## src/rtl/cycle_sequencer_pkg.sv

```systemverilog
// ---------------------------------------------------------------------------
// cpu_seq_pkg
// Shared definitions for the cycle sequencer:
//   - state_e       : sequencer states (RESET_WAIT encodes as 0)
//   - STG_*         : bit positions of the stage enables in the one-hot vector
//   - CNT_W_DEFAULT : default width of the cycle / instruction counters
//   - stage_onehot  : maps a state to its one-hot stage-enable vector
// ---------------------------------------------------------------------------
package cpu_seq_pkg;

    localparam int CNT_W_DEFAULT = 32;

    localparam int STG_FETCH   = 0;
    localparam int STG_DECODE  = 1;
    localparam int STG_EXECUTE = 2;
    localparam int STG_WB      = 3;
    localparam int NUM_STG     = 4;

    typedef enum logic [2:0] {
        ST_RESET_WAIT = 3'd0,
        ST_IDLE       = 3'd1,
        ST_FETCH      = 3'd2,
        ST_DECODE     = 3'd3,
        ST_EXECUTE    = 3'd4,
        ST_WRITEBACK  = 3'd5,
        ST_HALTED     = 3'd6
    } state_e;

    // Non-stage states map to all-zero, so "running" is just the OR-reduction.
    function automatic logic [NUM_STG-1:0] stage_onehot(input state_e s);
        logic [NUM_STG-1:0] v;
        v = '0;
        case (s)
            ST_FETCH:     v[STG_FETCH]   = 1'b1;
            ST_DECODE:    v[STG_DECODE]  = 1'b1;
            ST_EXECUTE:   v[STG_EXECUTE] = 1'b1;
            ST_WRITEBACK: v[STG_WB]      = 1'b1;
            default:      v = '0;
        endcase
        return v;
    endfunction

endpackage

```

## src/rtl/cycle_sequencer_wrap_counter.sv

```systemverilog
// ---------------------------------------------------------------------------
// wrap_counter
// Free-running up-counter with enable; wraps modulo 2^W.
// Ports:
//   clk     : clock, rising edge
//   rst     : asynchronous active-high reset, clears the count
//   en_i    : increment on this clock edge
//   count_o : current count
// ---------------------------------------------------------------------------
module wrap_counter #(
    parameter int W = 32
) (
    input  logic         clk,
    input  logic         rst,
    input  logic         en_i,
    output logic [W-1:0] count_o
);

    logic [W-1:0] count_q;

    always_ff @(posedge clk or posedge rst) begin
        if (rst) begin
            count_q <= '0;
        end else if (en_i) begin
            count_q <= count_q + 1'b1;
        end
    end

    assign count_o = count_q;

endmodule

```

## src/rtl/cycle_sequencer.sv

```systemverilog
// ---------------------------------------------------------------------------
// cycle_sequencer
// Generates one-hot FETCH/DECODE/EXECUTE/WRITEBACK enables for a multi-cycle
// core, one instruction per four (unstalled) stage cycles. Supports free-run,
// single-step, stall and a sticky halt taken at instruction boundaries.
// Ports:
//   clk, rst          : clock / asynchronous active-high reset
//   active            : free-run enable (level)
//   step_req          : run exactly one instruction from IDLE (pulse)
//   halt_req          : halt at the next instruction boundary
//   stall             : hold the current stage
//   fetch_en..wb_en   : stage enables (one-hot while running)
//   instr_done        : one-cycle pulse after WRITEBACK retires
//   running / halted  : status
//   cycle_count       : clocks spent in FETCH..WRITEBACK (wrapping)
//   instr_count       : retired instructions (wrapping)
// ---------------------------------------------------------------------------
module cycle_sequencer
    import cpu_seq_pkg::*;
#(
    parameter int CNT_W       = CNT_W_DEFAULT,
    parameter int RESET_DELAY = 2
) (
    input  logic             clk,
    input  logic             rst,
    input  logic             active,
    input  logic             step_req,
    input  logic             halt_req,
    input  logic             stall,
    output logic             fetch_en,
    output logic             decode_en,
    output logic             exec_en,
    output logic             wb_en,
    output logic             instr_done,
    output logic             running,
    output logic             halted,
    output logic [CNT_W-1:0] cycle_count,
    output logic [CNT_W-1:0] instr_count
);

    localparam int DLY_W = (RESET_DELAY > 1) ? $clog2(RESET_DELAY) : 1;
    localparam logic [DLY_W-1:0] DLY_LAST = DLY_W'(RESET_DELAY - 1);

    state_e             state_q, state_d;
    logic [DLY_W-1:0]   delay_q, delay_d;
    logic               halt_pend_q, halt_pend_d;
    logic               step_mode_q, step_mode_d;
    logic [NUM_STG-1:0] stage_q;
    logic               instr_done_q;
    logic               running_q;
    logic               halted_q;
    logic               in_run;
    logic               retire;

    assign in_run = state_q inside {ST_FETCH, ST_DECODE, ST_EXECUTE, ST_WRITEBACK};

    always_comb begin
        state_d     = state_q;
        delay_d     = delay_q;
        halt_pend_d = halt_pend_q;
        step_mode_d = step_mode_q;
        retire      = 1'b0;

        // A halt request is remembered both during the post-reset wait and
        // while an instruction is in flight; it is acted on at a boundary.
        if ((state_q == ST_RESET_WAIT || in_run) && halt_req) begin
            halt_pend_d = 1'b1;
        end

        case (state_q)
            ST_RESET_WAIT: begin
                if (delay_q == DLY_LAST) begin
                    state_d = ST_IDLE;
                end else begin
                    delay_d = delay_q + 1'b1;
                end
            end
            ST_IDLE: begin
                if (halt_pend_q || halt_req) begin
                    state_d = ST_HALTED;
                end else if (step_req) begin
                    state_d     = ST_FETCH;
                    step_mode_d = 1'b1;
                end else if (active) begin
                    state_d     = ST_FETCH;
                    step_mode_d = 1'b0;
                end
            end
            ST_FETCH:   if (!stall) state_d = ST_DECODE;
            ST_DECODE:  if (!stall) state_d = ST_EXECUTE;
            ST_EXECUTE: if (!stall) state_d = ST_WRITEBACK;
            ST_WRITEBACK: begin
                if (!stall) begin
                    retire = 1'b1;
                    if (halt_pend_q || halt_req) begin
                        state_d = ST_HALTED;
                    end else if (step_mode_q) begin
                        state_d     = ST_IDLE;
                        step_mode_d = 1'b0;
                    end else if (active) begin
                        state_d = ST_FETCH;
                    end else begin
                        state_d = ST_IDLE;
                    end
                end
            end
            ST_HALTED: state_d = ST_HALTED;
            default:   state_d = ST_RESET_WAIT;
        endcase
    end

    // Outputs are registered from the next state so they change on the same
    // edge as the state register and are clean Moore decodes.
    always_ff @(posedge clk or posedge rst) begin
        if (rst) begin
            state_q      <= ST_RESET_WAIT;
            delay_q      <= '0;
            halt_pend_q  <= 1'b0;
            step_mode_q  <= 1'b0;
            stage_q      <= '0;
            instr_done_q <= 1'b0;
            running_q    <= 1'b0;
            halted_q     <= 1'b0;
        end else begin
            state_q      <= state_d;
            delay_q      <= delay_d;
            halt_pend_q  <= halt_pend_d;
            step_mode_q  <= step_mode_d;
            stage_q      <= stage_onehot(state_d);
            instr_done_q <= retire;
            running_q    <= |stage_onehot(state_d);
            halted_q     <= (state_d == ST_HALTED);
        end
    end

    assign fetch_en   = stage_q[STG_FETCH];
    assign decode_en  = stage_q[STG_DECODE];
    assign exec_en    = stage_q[STG_EXECUTE];
    assign wb_en      = stage_q[STG_WB];
    assign instr_done = instr_done_q;
    assign running    = running_q;
    assign halted     = halted_q;

    wrap_counter #(.W(CNT_W)) u_cycle_cnt (
        .clk     (clk),
        .rst     (rst),
        .en_i    (in_run),
        .count_o (cycle_count)
    );

    wrap_counter #(.W(CNT_W)) u_instr_cnt (
        .clk     (clk),
        .rst     (rst),
        .en_i    (retire),
        .count_o (instr_count)
    );

endmodule

```

## config.mk

```make
export PLATFORM = sky130hd
export DESIGN_NAME = cycle_sequencer
export DESIGN_NICKNAME = d
export VERILOG_FILES = /design/src/rtl/cycle_sequencer_pkg.sv /design/src/rtl/cycle_sequencer_wrap_counter.sv /design/src/rtl/cycle_sequencer.sv
export SDC_FILE = /design/constraint.sdc
export NUM_CORES = 1
export LEC_CHECK = 0
export BUFFER_PORTS_ARGS = -buffer_cell sky130_fd_sc_hd__buf_4
export CAP_MARGIN = 20
export CORE_UTILIZATION = 49
export CTS_CLUSTER_SIZE = 20
export DETAILED_ROUTE_END_ITERATION = 12
export GPL_TIMING_DRIVEN = 0
export PLACE_DENSITY_LB_ADDON = 0.2
export SYNTH_ARGS = -nofsm -noshare
export SYNTH_HDL_FRONTEND = slang
export SYNTH_HIERARCHICAL = 1
export SYNTH_SLANG_ARGS = --single-unit
```

## constraint.sdc

```tcl
create_clock -name clk -period 1.8 [get_ports clk]
set_input_delay 0.09 -clock clk [delete_from_list [all_inputs] [get_ports clk]]
set_output_delay 0.09 -clock clk [all_outputs]
set_load 0.005 [all_outputs]
```

Word level (Yosys, flattened, before mapping)

Cells that the tools add are included.

Bits in registers: 77
Bits of input ports: 6
Output and inout bits: 71
Word-level logic and storage cells: 61

Add/sub/neg operators: 3
Equal/unequal tests: 15
Multiplexer cells: 25
Reductions and logical operators: 8

Operators by type and width:

| cell                                           | count |
|---|---|
| adder 32 x 1 -> 32 bit (second input constant) | 2 |
| 2-to-1 mux 3 bit                               | 9 |
| one-hot mux 3 bit (7 select lines)             | 1 |
| == test 3 bit (second input constant)          | 6 |
| == test 3 x 2 -> 1 bit (second input constant) | 4 |
| 2-to-1 mux 1 bit                               | 12 |
| inequality test 2 bit (second input constant)  | 3 |
| AND reduction 5 bit                            | 1 |
| 2-to-1 mux 2 bit                               | 2 |
| nonzero test 4 bit                             | 1 |
| OR reduction 4 bit                             | 1 |
| == test 3 x 1 -> 1 bit (second input constant) | 1 |
| zero test 3 bit                                | 1 |
| inequality test 3 bit (second input constant)  | 1 |
| logical OR 1 bit                               | 2 |
| one-hot mux 1 bit (2 select lines)             | 1 |
| nonzero test 2 bit                             | 1 |
| adder 1 bit (second input constant)            | 1 |
| logical AND 1 bit                              | 1 |

Logic depth before layout (Yosys ltp)

Gate-level depths: netlist (run 1).

Depth in word-level cells: 8
Gate-level depth with buffers: 6

Modules after synthesis

Netlist (run 1), hierarchy kept.

By module, submodules not included:

| module          | instances | cells each | area an instance (um^2) | seq. area each (um^2) |
|---|---|---|---|---|
| wrap_counter    | 2         | 126        | 1,510.2                 | 800.8 |
| cycle_sequencer | 1         | 64         | 685.7                   | 325.3 |

Worst setup path after synthesis (run 1)

No wires, ideal clock.

Path kind: reg-to-reg
From: register state_q[1]
To: register u_instr_cnt.count_q[25] (netlist: u_instr_cnt/count_o[25])
Data arrival time: 1.853 ns
Data required time: 1.721 ns
Slack: -0.132 ns
Stages on the path, launching flop included: 7
Clock period less this slack: 1.932 ns
Path through: dfrtp_1 nand2b_1 nor2_1 and4_2 nand3_4 nor4_1 xor2_1

Word-level cells in the longest chain between the ends: 2

RTL lines:

| element                | line                               | source |
|---|---|---|
| start, declared        | cycle_sequencer.sv:44              | `state_e state_q, state_d;` |
| start signal, assigned | cycle_sequencer.sv:125             | `state_q <= state_d;` |
| == test 3 bit          | cycle_sequencer.sv:70              | `case (state_q)` |
| 2-to-1 mux 1 bit       | cycle_sequencer.sv:70              |  |
| net retire             | cycle_sequencer.sv:53              | `logic retire;` |
| end signal, assigned   | cycle_sequencer_wrap_counter.sv:25 | `count_q <= count_q + 1'b1;` |
| end, declared          | cycle_sequencer_wrap_counter.sv:19 | `logic [W-1:0] count_q;` |

The timed path passes the listed nets, and every way through them passes these cells.
A chain may end at the register's enable or synchronous reset.

Final worst setup path (run 1)

From: register state_q[2]
To: register u_cycle_cnt.count_q[27] (netlist: u_cycle_cnt/count_o[27])

Word-level cells in the longest chain between the ends: 2
Elaborated cells between the ends (all ways): 5
Classes of those cells: eq/ne: 4; reduce/logical: 1

RTL lines:

| element                                                        | line                               | source |
|---|---|---|
| == test 3 x 2 -> 1 bit / == test 3 bit (equally long branches) | cycle_sequencer.sv:55              | `assign in_run = state_q inside {ST_FETCH, ST_DECODE, ST_EXECUTE, ST_WRITEBACK};` |
| nonzero test 4 bit (*)                                         | cycle_sequencer.sv:55              |  |
| net in_run                                                     | cycle_sequencer.sv:52              | `logic in_run;` |
| end signal, assigned                                           | cycle_sequencer_wrap_counter.sv:25 |  |
| end, declared                                                  | cycle_sequencer_wrap_counter.sv:19 |  |

The timed path passes the listed nets; every way through them passes the cells marked *.

==> results.toml, run 1 <==
[routing]
viasPerCell = 5.26
highest_layer = "met4"
ant_nets = 0
met2_length_um = 3960
dr_wl_met3_um = 267
wirelength_um = 7880
route.detailed.drc = 0
first_pass_iters = 4
vias = 2785
wl_per_cell_um = 14.9
drtIter0Drc = 80
drt-met1-wl_um = 3580

[synth]
yosysTopAreaCell = "dfrtp_1"
ys_seq_area_frac = 0.520
synthTopCellsByArea = "dfrtp_1 (52%), xor2_1 (8.7%), xnor2_1 (6.4%)"
avgSynthCellArea_um2 = 11.7
yosysWarnings = 6
synth_edf_count = 0
yosysTopAreaCellShare = 0.520
ys_types = 46
synth.most_common_cell = "dfrtp_1"
synth_nets = 324
synth_seq_cells = 77
ys_async_sr_fraction = 1.00
ys.flop_type = "dfrtp_1"
syn_inst = 316
syn_area_mm2 = 0.00371
ys_top_cells_by_count = "dfrtp_1 (77), xor2_1 (37), nand2_1 (27), xnor2_1 (27), nand3_1 (18)"

[sta]
rsz0062_at_grt = "yes"
skew_ns = 0.00841
hold_viol = 0
slew_headroom = 0.495
period_needed_ns = 1.83
fmax_ghz = 0.546
setup_viol = 2
worstMarginPinSlew_ns = 0.756
maxSlewViolCount = 0
timing.final.crit_share = 1.02
fin_ws_ns = -0.0304

[power]
internal_power_uw = 3700
switching_share = 0.293
power_uw = 5240
irDropWorstVdd_mv = 0.886
p_clk_frac = 0.303
seq_power_share = 0.410
power_density_mw_per_mm2 = 1040
power_switching_uw = 1530
combPwrFrac = 0.287
p_leak_uw = 0.00259

[run_status]
violations = "setup timing"
status = "complete, but fails checks"

[floorplan]
rows = 31
die_width_um = 89.0
dieHeight_um = 89.0
start_util = 0.508
core_mm2 = 0.00729
io-pin-count = 77
die_area_mm2 = 0.00791

[place]
place.port_buffers = 76
place.gp.congestion = 0.843
pre_cts_ws_ns = -0.246
dp_hpwl_um = 5210
placed_area_mm2 = 0.00447

[critical_path]
slowest_stage = "dfrtp_1"
critPathLaunchType = "flop"
crit_arrival_ns = 2.08
path_delay_family = "simple AND/OR/NAND/NOR gates"
crit_path_end_kind = "flop"
crit_type = "flop to flop"
worstPathMaxFanout = 7
required_ns = 2.05
crit_path_cell_trace = "buf_6, xor2_4, and4_4, nand3_4, nor4b_4, xor2_1"
cpPeakStageDelay_ns = 0.42
crit_buf_inv = 1

[global_route]
grt.overflow.total = 0
grt_max_degree = 23
grtUsageTotal = 0.210
grt_first_pass_wirelength_um = 12700
grt_antenna_before_repair = 0
grt_pass1_vias = 2692

[layout]
drive_above_1_share = 0.388
final_util = 0.689
final_area_mm2 = 0.00503
layout.nets = 433
diodes = 0
synthToLayoutAreaGrowth_pct = 35.7

[clocking]
clock_path_buffers = 2
htree_levels = 3
clock-sinks = 77
cts_inserted_buffers = 9
insertion_delay_ns = 0.33
cts_tree = "done"
root_buffer = "clkbuf_8"
clkTransAtPathRegs_ns = 0.08

[min_path]
hp-class = "input pin to flop"

[run]
cap_viol_max_count = 0
[worst register-to-register path, stage by stage (launching register included)]
cell and delay (ns):
dfrtp_1 0.42, buf_6 0.15, xor2_4 0.21, and4_4 0.29, nand3_4 0.17, nor4b_4 0.32, xor2_1 0.20
[cells in the final DEF (no fill, tap or decap), types with 5 or more instances in the layout]
cell,n
and3_1,6
and4_1,7
and4_4,6
buf_4,94
buf_6,5
clkbuf_8,10
dfrtp_1,77
inv_1,10
nand2_1,27
nand3_1,18
nand4_1,8
nor2_1,12
nor3_1,10
nor4_2,5
nor4_4,7
xnor2_1,27
xor2_1,36
[per-layer routing]
layer | vias up | global-route usage
li1 | 1325 | -
met5 | - | 0
met1 | 1388 | 0.274
met3 | 12 | 0.0434
met2 | 60 | 0.348
met4 | 0 | 0.0794
[worst paths after layout]
kind | from | depth (start not counted) | slack [ns] | endpoint
worst max-delay path | state_q[2]$_DFF_PP0_ | 6 | -0.03 | u_cycle_cnt/count_o[27]$_DFFE_PP0P_
min in group asynchronous | rst | 3 | 0.35 | step_mode_q$_DFFE_PP0P_
worst min register to register | u_instr_cnt/count_o[31]$_DFFE_PP0P_ | 1 | 0.47 | u_instr_cnt/count_o[31]$_DFFE_PP0P_
worst max register to register | state_q[2]$_DFF_PP0_ | 6 | -0.03 | u_cycle_cnt/count_o[27]$_DFFE_PP0P_
worst min-delay path | halt_req | 2 | 0.05 | halt_pend_q$_DFFE_PP0P_
max in group asynchronous | rst | 4 | 0.80 | u_cycle_cnt/count_o[23]$_DFFE_PP0P_
[layout make-up]
cell class | instances | area [um2]
Timing Repair Buffer | 98 | 782
Inverter | 10 | 37.5
Buffer | 7 | 60.1
Sequential cell | 77 | 1930
Clock inverter | 6 | 110
Fill cell | 568 | 2260
Tap cell | 99 | 124
Clock buffer | 10 | 138
Multi-Input combinational cell | 222 | 1850
[sequential cells by signal (all words and copies together), names as in the netlist]
signal,cells
u_cycle_cnt/count_o,32
u_instr_cnt/count_o,32
stage_q,4
state_q,3
delay_q,1
halt_pend_q,1
halted,1
instr_done,1
running,1
step_mode_q,1
[cells by family after synthesis]
group                    share of synthesized area
AND/OR/NAND/NOR                              0.257
flip-flops                                   0.520
XOR/XNOR                                     0.151
buffers and inverters                       0.0243
AO/OA/AOI/OAI                               0.0344
multiplexers                               0.00608
adder cells (fa/ha/maj)                    0.00675
[power by group through the flow]
stage | Sequential (uW) | Clock [uW] | Combinational, uW
after floorplan | 2140 | 0 | 789
after global placement | 2160 | 0 | 1190
after detailed placement | 2170 | 0 | 1230
after CTS | 2140 | 1630 | 1430
after global routing | 2180 | 1700 | 1650
final | 2150 | 1590 | 1500
[stage by stage]
stage	TNS, ns	hold WS [ns]	std cells
global route	-1.42	0.0311	529
CTS	-0.0341	0.0354	520
floorplan	-0.00682	-0.0330	316
finish	-0.0457	0.0493	529
global placement	-3.25	0.158	491
detailed placement	-4.05	0.162	493
[what timing repair did]
item / in CTS / in global routing
buffers inserted: 10 / 9
hold buffers: 1 / 0
setup endpoints to repair: 40 / 26
hold endpoints to repair: 39 / 0
pin swaps: 5 / 12
gates resized for setup: 19 / 9
Note: power is estimated with default switching activity, not from simulation.
==> run 2, diff against run 1 <==
--- a/config.mk
+++ b/config.mk
@@ -7,7 +7,7 @@
 export LEC_CHECK = 0
 export BUFFER_PORTS_ARGS = -buffer_cell sky130_fd_sc_hd__buf_4
 export CAP_MARGIN = 20
-export CORE_UTILIZATION = 49
+export CORE_UTILIZATION = 45
 export CTS_CLUSTER_SIZE = 20
 export DETAILED_ROUTE_END_ITERATION = 12
 export GPL_TIMING_DRIVEN = 0
==> results.toml, run 2 (synthesized netlist as in run 1, its figures left out) <==
[clocking]
root_buffer = "clkbuf_8"
htree_levels = 3
insertion_delay_ns = 0.33
cts_tree = "done"
clkTransAtPathRegs_ns = 0.08
clock-sinks = 77
cts_inserted_buffers = 9
clock_path_buffers = 2

[routing]
wirelength_um = 7810
ant_nets = 0
wl_per_cell_um = 15.1
drtIter0Drc = 71
viasPerCell = 5.22
route.detailed.drc = 0
vias = 2696
first_pass_iters = 4

[power]
p_leak_uw = 0.00254
p_clk_frac = 0.267
internal_power_uw = 3340
irDropWorstVdd_mv = 0.878
seq_power_share = 0.447
switching_share = 0.301
power_switching_uw = 1440
combPwrFrac = 0.286
power_density_mw_per_mm2 = 979

[sta]
tns_ns = -0.0159
skew_ns = 0.0115
slew_headroom = 0.455
timing.final.crit_share = 1.01
fmax_ghz = 0.551
fin_ws_ns = -0.0159
worstMarginPinSlew_ns = 0.817
maxSlewViolCount = 0
whs_ns = 0.0469
hold_viol = 0
setup_viol = 1
period_needed_ns = 1.82
rsz0062_at_grt = "yes"

[global_route]
grt_first_pass_wirelength_um = 12900
grtUsageTotal = 0.191
grt.overflow.total = 0
grt_antenna_before_repair = 0
grt_max_degree = 24
grt_pass1_vias = 2642

[min_path]
whs_path_depth = 2
hp-class = "input pin to flop"

[critical_path]
crit_path_end_kind = "flop"
cpPeakStageDelay_ns = 0.41
critPathLaunchType = "flop"
cp.depth = 6
path_delay_family = "simple AND/OR/NAND/NOR gates"
crit_path_cell_trace = "nand2b_2, nor2_4, and4_4, nand3_4, nor4b_4, xor2_1"
worstRegToRegCells = 6
required_ns = 2.06
crit_type = "flop to flop"
slowest_stage = "dfrtp_1"
crit_arrival_ns = 2.08
worstPathMaxFanout = 7
crit_buf_inv = 0

[layout]
diodes = 0
drive_above_1_share = 0.370
final_area_mm2 = 0.00488
synthToLayoutAreaGrowth_pct = 31.8
num-fill-cells = 632
layout.nets = 420
layout_common_cells = "buf_4 (83), dfrtp_1 (74), xor2_1 (36), nand2_1 (27), xnor2_1 (27)"
layout_commonest_cell = "buf_4"
final_cell_count_no_fill = 516

[place]
place.gp.congestion = 0.763
pre_cts_ws_ns = -0.265
dp.cells = 496
place.port_buffers = 76
dp_hpwl_um = 5330
placed_area_mm2 = 0.00447

[run_status]
violations = "setup timing"
status = "complete, but fails checks"

[floorplan]
start_util = 0.472
core_mm2 = 0.00785
die_width_um = 92.8
io-pin-count = 77
rows = 32
die_area_mm2 = 0.00860
dieHeight_um = 92.8

[run]
cap_viol_max_count = 0
[run 2: changes by cell type in the layout (fill, tap and decap cells not counted), sizes merged]
cell,previous run,this run
buf,104,91
bufinv,3,1
clkinvlp,2,0
clkbuf,10,11
[run 2: layout make-up]
cell class	count	area, um2	area share
clock buffers	11	151	0.0310
clock inverters	2	35.0	0.00717
repair buffers	85	681	0.139
multi-input cells	222	1870	0.382
plain buffers	7	56.3	0.0115
inverters	10	37.5	0.00768
flip-flops and latches	77	1930	0.395
well taps	102	128	0.0261
[run 2: metal layers]
metal | GRT usage | routed length, um | vias up | share of wire
met3 | 0.0468 | 348 | 6 | 0.045
met4 | 0.0577 | 57 | 0 | 0.0073
li1 | - | - | 1299 | -
met1 | 0.262 | 3610 | 1320 | 0.46
met2 | 0.299 | 3790 | 71 | 0.49
met5 | 0 | 0 | - | 0
[run 2: worst register-to-register path: cells and delay by family, from the launching register on]
kind                      cells  cell delay (ns)
xor gates and xnor gates      1             0.16
DFF                           1             0.41
and+or+nand+nor               5             1.18
[run 2: what timing repair did]
item,CTS,global route
endpoints found under the setup margin,40,33
hold endpoints to repair,39,0
setup buffers,4,2
resized for setup,16,17
pin swaps,4,7
hold buffers,1,0
gates cloned,0,0
[run 2: power by group through the flow]
stage / sequential [uW] / clock [uW] / combinational [uW]
floorplan: 2140 / 0 / 789
global route: 2180 / 1390 / 1490
finish: 2140 / 1280 / 1370
detailed placement: 2160 / 0 / 1240
CTS: 2130 / 1320 / 1350
global placement: 2150 / 0 / 1190
[run 2: path summary, 6_finish.rpt]
check                      slack, ns                                 from                             endpoint
max in group asynchronous       0.74                                  rst   u_instr_cnt/count_o[6]$_DFFE_PP0P_
min in group asynchronous       0.37                                  rst              halt_pend_q$_DFFE_PP0P_
max reg2reg                    -0.02                 state_q[1]$_DFF_PP0_  u_instr_cnt/count_o[27]$_DFFE_PP0P_
min reg2reg                     0.48  u_instr_cnt/count_o[31]$_DFFE_PP0P_  u_instr_cnt/count_o[31]$_DFFE_PP0P_
max                            -0.02                 state_q[1]$_DFF_PP0_  u_instr_cnt/count_o[27]$_DFFE_PP0P_
min                             0.05                             halt_req              halt_pend_q$_DFFE_PP0P_
[run 2: metrics by stage]
stage / total power [uW] / util
after detailed placement: 3400 / 0.570
final: 4780 / 0.622
after CTS: 4810 / 0.610
after floorplan: 2930 / -
after global routing: 5050 / 0.622
after global placement: 3340 / 0.563
==> run 3, diff against run 2 <==
--- a/config.mk
+++ b/config.mk
@@ -5,6 +5,7 @@
 export SDC_FILE = /design/constraint.sdc
 export NUM_CORES = 1
 export LEC_CHECK = 0
+export ABC_AREA = 1
 export BUFFER_PORTS_ARGS = -buffer_cell sky130_fd_sc_hd__buf_4
 export CAP_MARGIN = 20
 export CORE_UTILIZATION = 45
==> results.toml, run 3 <==
[run_status]
status = "complete, but fails checks"
violations = "DRC"

[sta]
fmax_ghz = 0.571
slew_headroom = 0.501
worstMarginPinSlew_ns = 0.747
maxSlewViolCount = 0
timing.final.crit_share = 0.974
skew_ns = 0.0169
period_needed_ns = 1.75
rsz0062_at_grt = "yes"
hold_viol = 0
setup_viol = 0
fin_ws_ns = 0.0476

[synth]
ys_seq_area_frac = 0.465
synth_seq_cells = 77
syn_inst = 497
ys_types = 29
syn_area_mm2 = 0.00414
synth_nets = 505
synth_edf_count = 0
synthTopCellsByArea = "dfrtp_1 (47%), nand2_1 (12%), xor2_1 (6.1%)"
ys_top_cells_by_count = "nand2_1 (135), dfrtp_1 (77), inv_1 (64), nor2_1 (53)"
yosysWarnings = 6
yosysTopAreaCellShare = 0.465
synth.most_common_cell = "nand2_1"
ys.flop_type = "dfrtp_1"
ys_async_sr_fraction = 1.00
yosysTopAreaCell = "dfrtp_1"
avgSynthCellArea_um2 = 8.33

[clocking]
root_buffer = "clkbuf_8"
htree_levels = 3
clkTransAtPathRegs_ns = 0.09
insertion_delay_ns = 0.36
clock_path_buffers = 2
clock-sinks = 77
cts_tree = "done"
cts_inserted_buffers = 9

[global_route]
grt_antenna_before_repair = 0
grt_max_degree = 19
grt_pass1_vias = 3425
grt_first_pass_wirelength_um = 15600
grt.overflow.total = 0
grtUsageTotal = 0.204

[layout]
final_cell_count_no_fill = 727
num-fill-cells = 780
diodes = 0
layout_common_cells = "nand2_1 (130), buf_4 (96), dfrtp_1 (75), inv_1 (63), nor2_1 (51)"
layout.nets = 622
synthToLayoutAreaGrowth_pct = 31.0
drive_above_1_share = 0.299
final_util = 0.616
layout_commonest_cell = "nand2_1"
final_area_mm2 = 0.00543

[critical_path]
worstPathMaxFanout = 7
required_ns = 2.07
crit_buf_inv = 2
crit_path_end_kind = "flop"
ff2ff_setup_slack_ns = 0.05
crit_path_cell_trace = "buf_6, nor2_4, nand2_2, nor2_4, nand2_2, nor2_4, nand2_4, nor2_8, buf_6, xor2_1"
crit_type = "flop to flop"
cpPeakStageDelay_ns = 0.38
path_delay_family = "simple AND/OR/NAND/NOR gates"
worst_path_most_repeated_cell = "nor2_4"
crit_arrival_ns = 2.03
slowest_stage = "dfrtp_1"
critPathLaunchType = "flop"

[run]
cap_viol_max_count = 0

[power]
irDropWorstVdd_mv = 0.655
p_leak_uw = 0.00280
power_density_mw_per_mm2 = 930
power_uw = 5050

[place]
pre_cts_ws_ns = -0.282
place.gp.congestion = 0.854
place.port_buffers = 76
dp.cells = 683
dp_hpwl_um = 6690
placed_area_mm2 = 0.00490

[routing]
wirelength_um = 9520
ant_nets = 0
drtIter0Drc = 138
wl_per_cell_um = 13.1
vias = 3622
first_pass_iters = 9
route.detailed.drc = 9
viasPerCell = 4.98

[floorplan]
core_mm2 = 0.00881
rows = 34
die_width_um = 97.9
die_area_mm2 = 0.00959
start_util = 0.470
dieHeight_um = 97.9
io-pin-count = 77

[min_path]
hp-class = "input pin to flop"
==> run 3: cell count changes in the layout (fill, tap and decap cells not counted), moves of 7 or more <==
cell	previous run	this run
nor4_4	10	0
and4_4	7	0
nand4_1	8	29
nor3_1	11	3
nor2_4	2	17
xor2_1	36	28
buf_4	83	96
nor2_1	12	51
nand2_1	27	130
xnor2_1	27	14
nand2_2	0	19
inv_1	10	63
==> run 3: logic make-up (layout without fill, tap and decap cells) <==
family,Yosys count,in the layout,share of synthesized area
DFF,77,77,0.465
xor gates and xnor gates,43,43,0.0910
adders and majority gates,2,2,0.00604
AOI/OAI and AO/OA,5,5,0.00755
buffers and inverters,68,188,0.0632
and+or+nand+nor,300,302,0.361
muxes,2,2,0.00544
==> run 3: final cells by class <==
type / instances / area (um2) / area share
Buffer: 1 / 11.3 / 0.00208
Clock buffer: 9 / 124 / 0.0228
Clock inverter: 7 / 56.3 / 0.0104
Inverter: 67 / 256 / 0.0473
Multi-Input combinational cell: 354 / 2070 / 0.381
Sequential cell: 77 / 1930 / 0.356
Tap cell: 108 / 135 / 0.0249
Timing Repair Buffer: 104 / 847 / 0.156
==> run 3: per-layer routing <==
metal | vias up | global-route usage | wire length, um
li1 | 1795 | - | -
met1 | 1717 | 0.256 | 4350
met2 | 104 | 0.346 | 4600
met3 | 6 | 0.0401 | 487
met4 | 0 | 0.0781 | 77
met5 | - | 0 | 0
==> run 3: through the flow <==
step                hold WS (ns)   TNS, ns
floorplan                -0.0330         0
global placement           0.154     -4.80
detailed placement         0.164     -5.69
CTS                        0.158  -0.00587
global route               0.215    -0.474
finish                     0.176         0
==> run 3: final timing paths <==
kind                                 startpoint                                  end  cells past startpoint
hold reg to reg             delay_q$_DFFE_PP0P_                  delay_q$_DFFE_PP0P_                      1
min in group asynchronous                   rst                 stage_q[3]$_DFF_PP0_                      3
setup / recovery           state_q[1]$_DFF_PP0_  u_instr_cnt/count_o[13]$_DFFE_PP0P_                     10
setup reg to reg           state_q[1]$_DFF_PP0_  u_instr_cnt/count_o[13]$_DFFE_PP0P_                     10
hold / removal                           active                 state_q[1]$_DFF_PP0_                      5
max in group asynchronous                   rst   u_instr_cnt/count_o[5]$_DFFE_PP0P_                      4
==> run 3: worst register-to-register path, stage by stage (launching register included) <==
cell	delay (ns)
dfrtp_1	0.38
buf_6	0.13
nor2_4	0.09
nand2_2	0.08
nor2_4	0.13
nand2_2	0.09
nor2_4	0.25
nand2_4	0.10
nor2_8	0.16
buf_6	0.12
xor2_1	0.13
==> run 3: repair_timing <==
action	in CTS	in global routing
pin swaps	8	17
endpoints found under the hold margin	45	0
hold buffers	4	0
buffers inserted	7	15
setup endpoints to repair	46	38
resized for setup	11	15
cloned	2	0
==> run 3: power breakdown <==
part	internal, uW	switching, uW
Sequential	1950	219
Clock	514	703
Combinational	804	853
Total	3270	1780
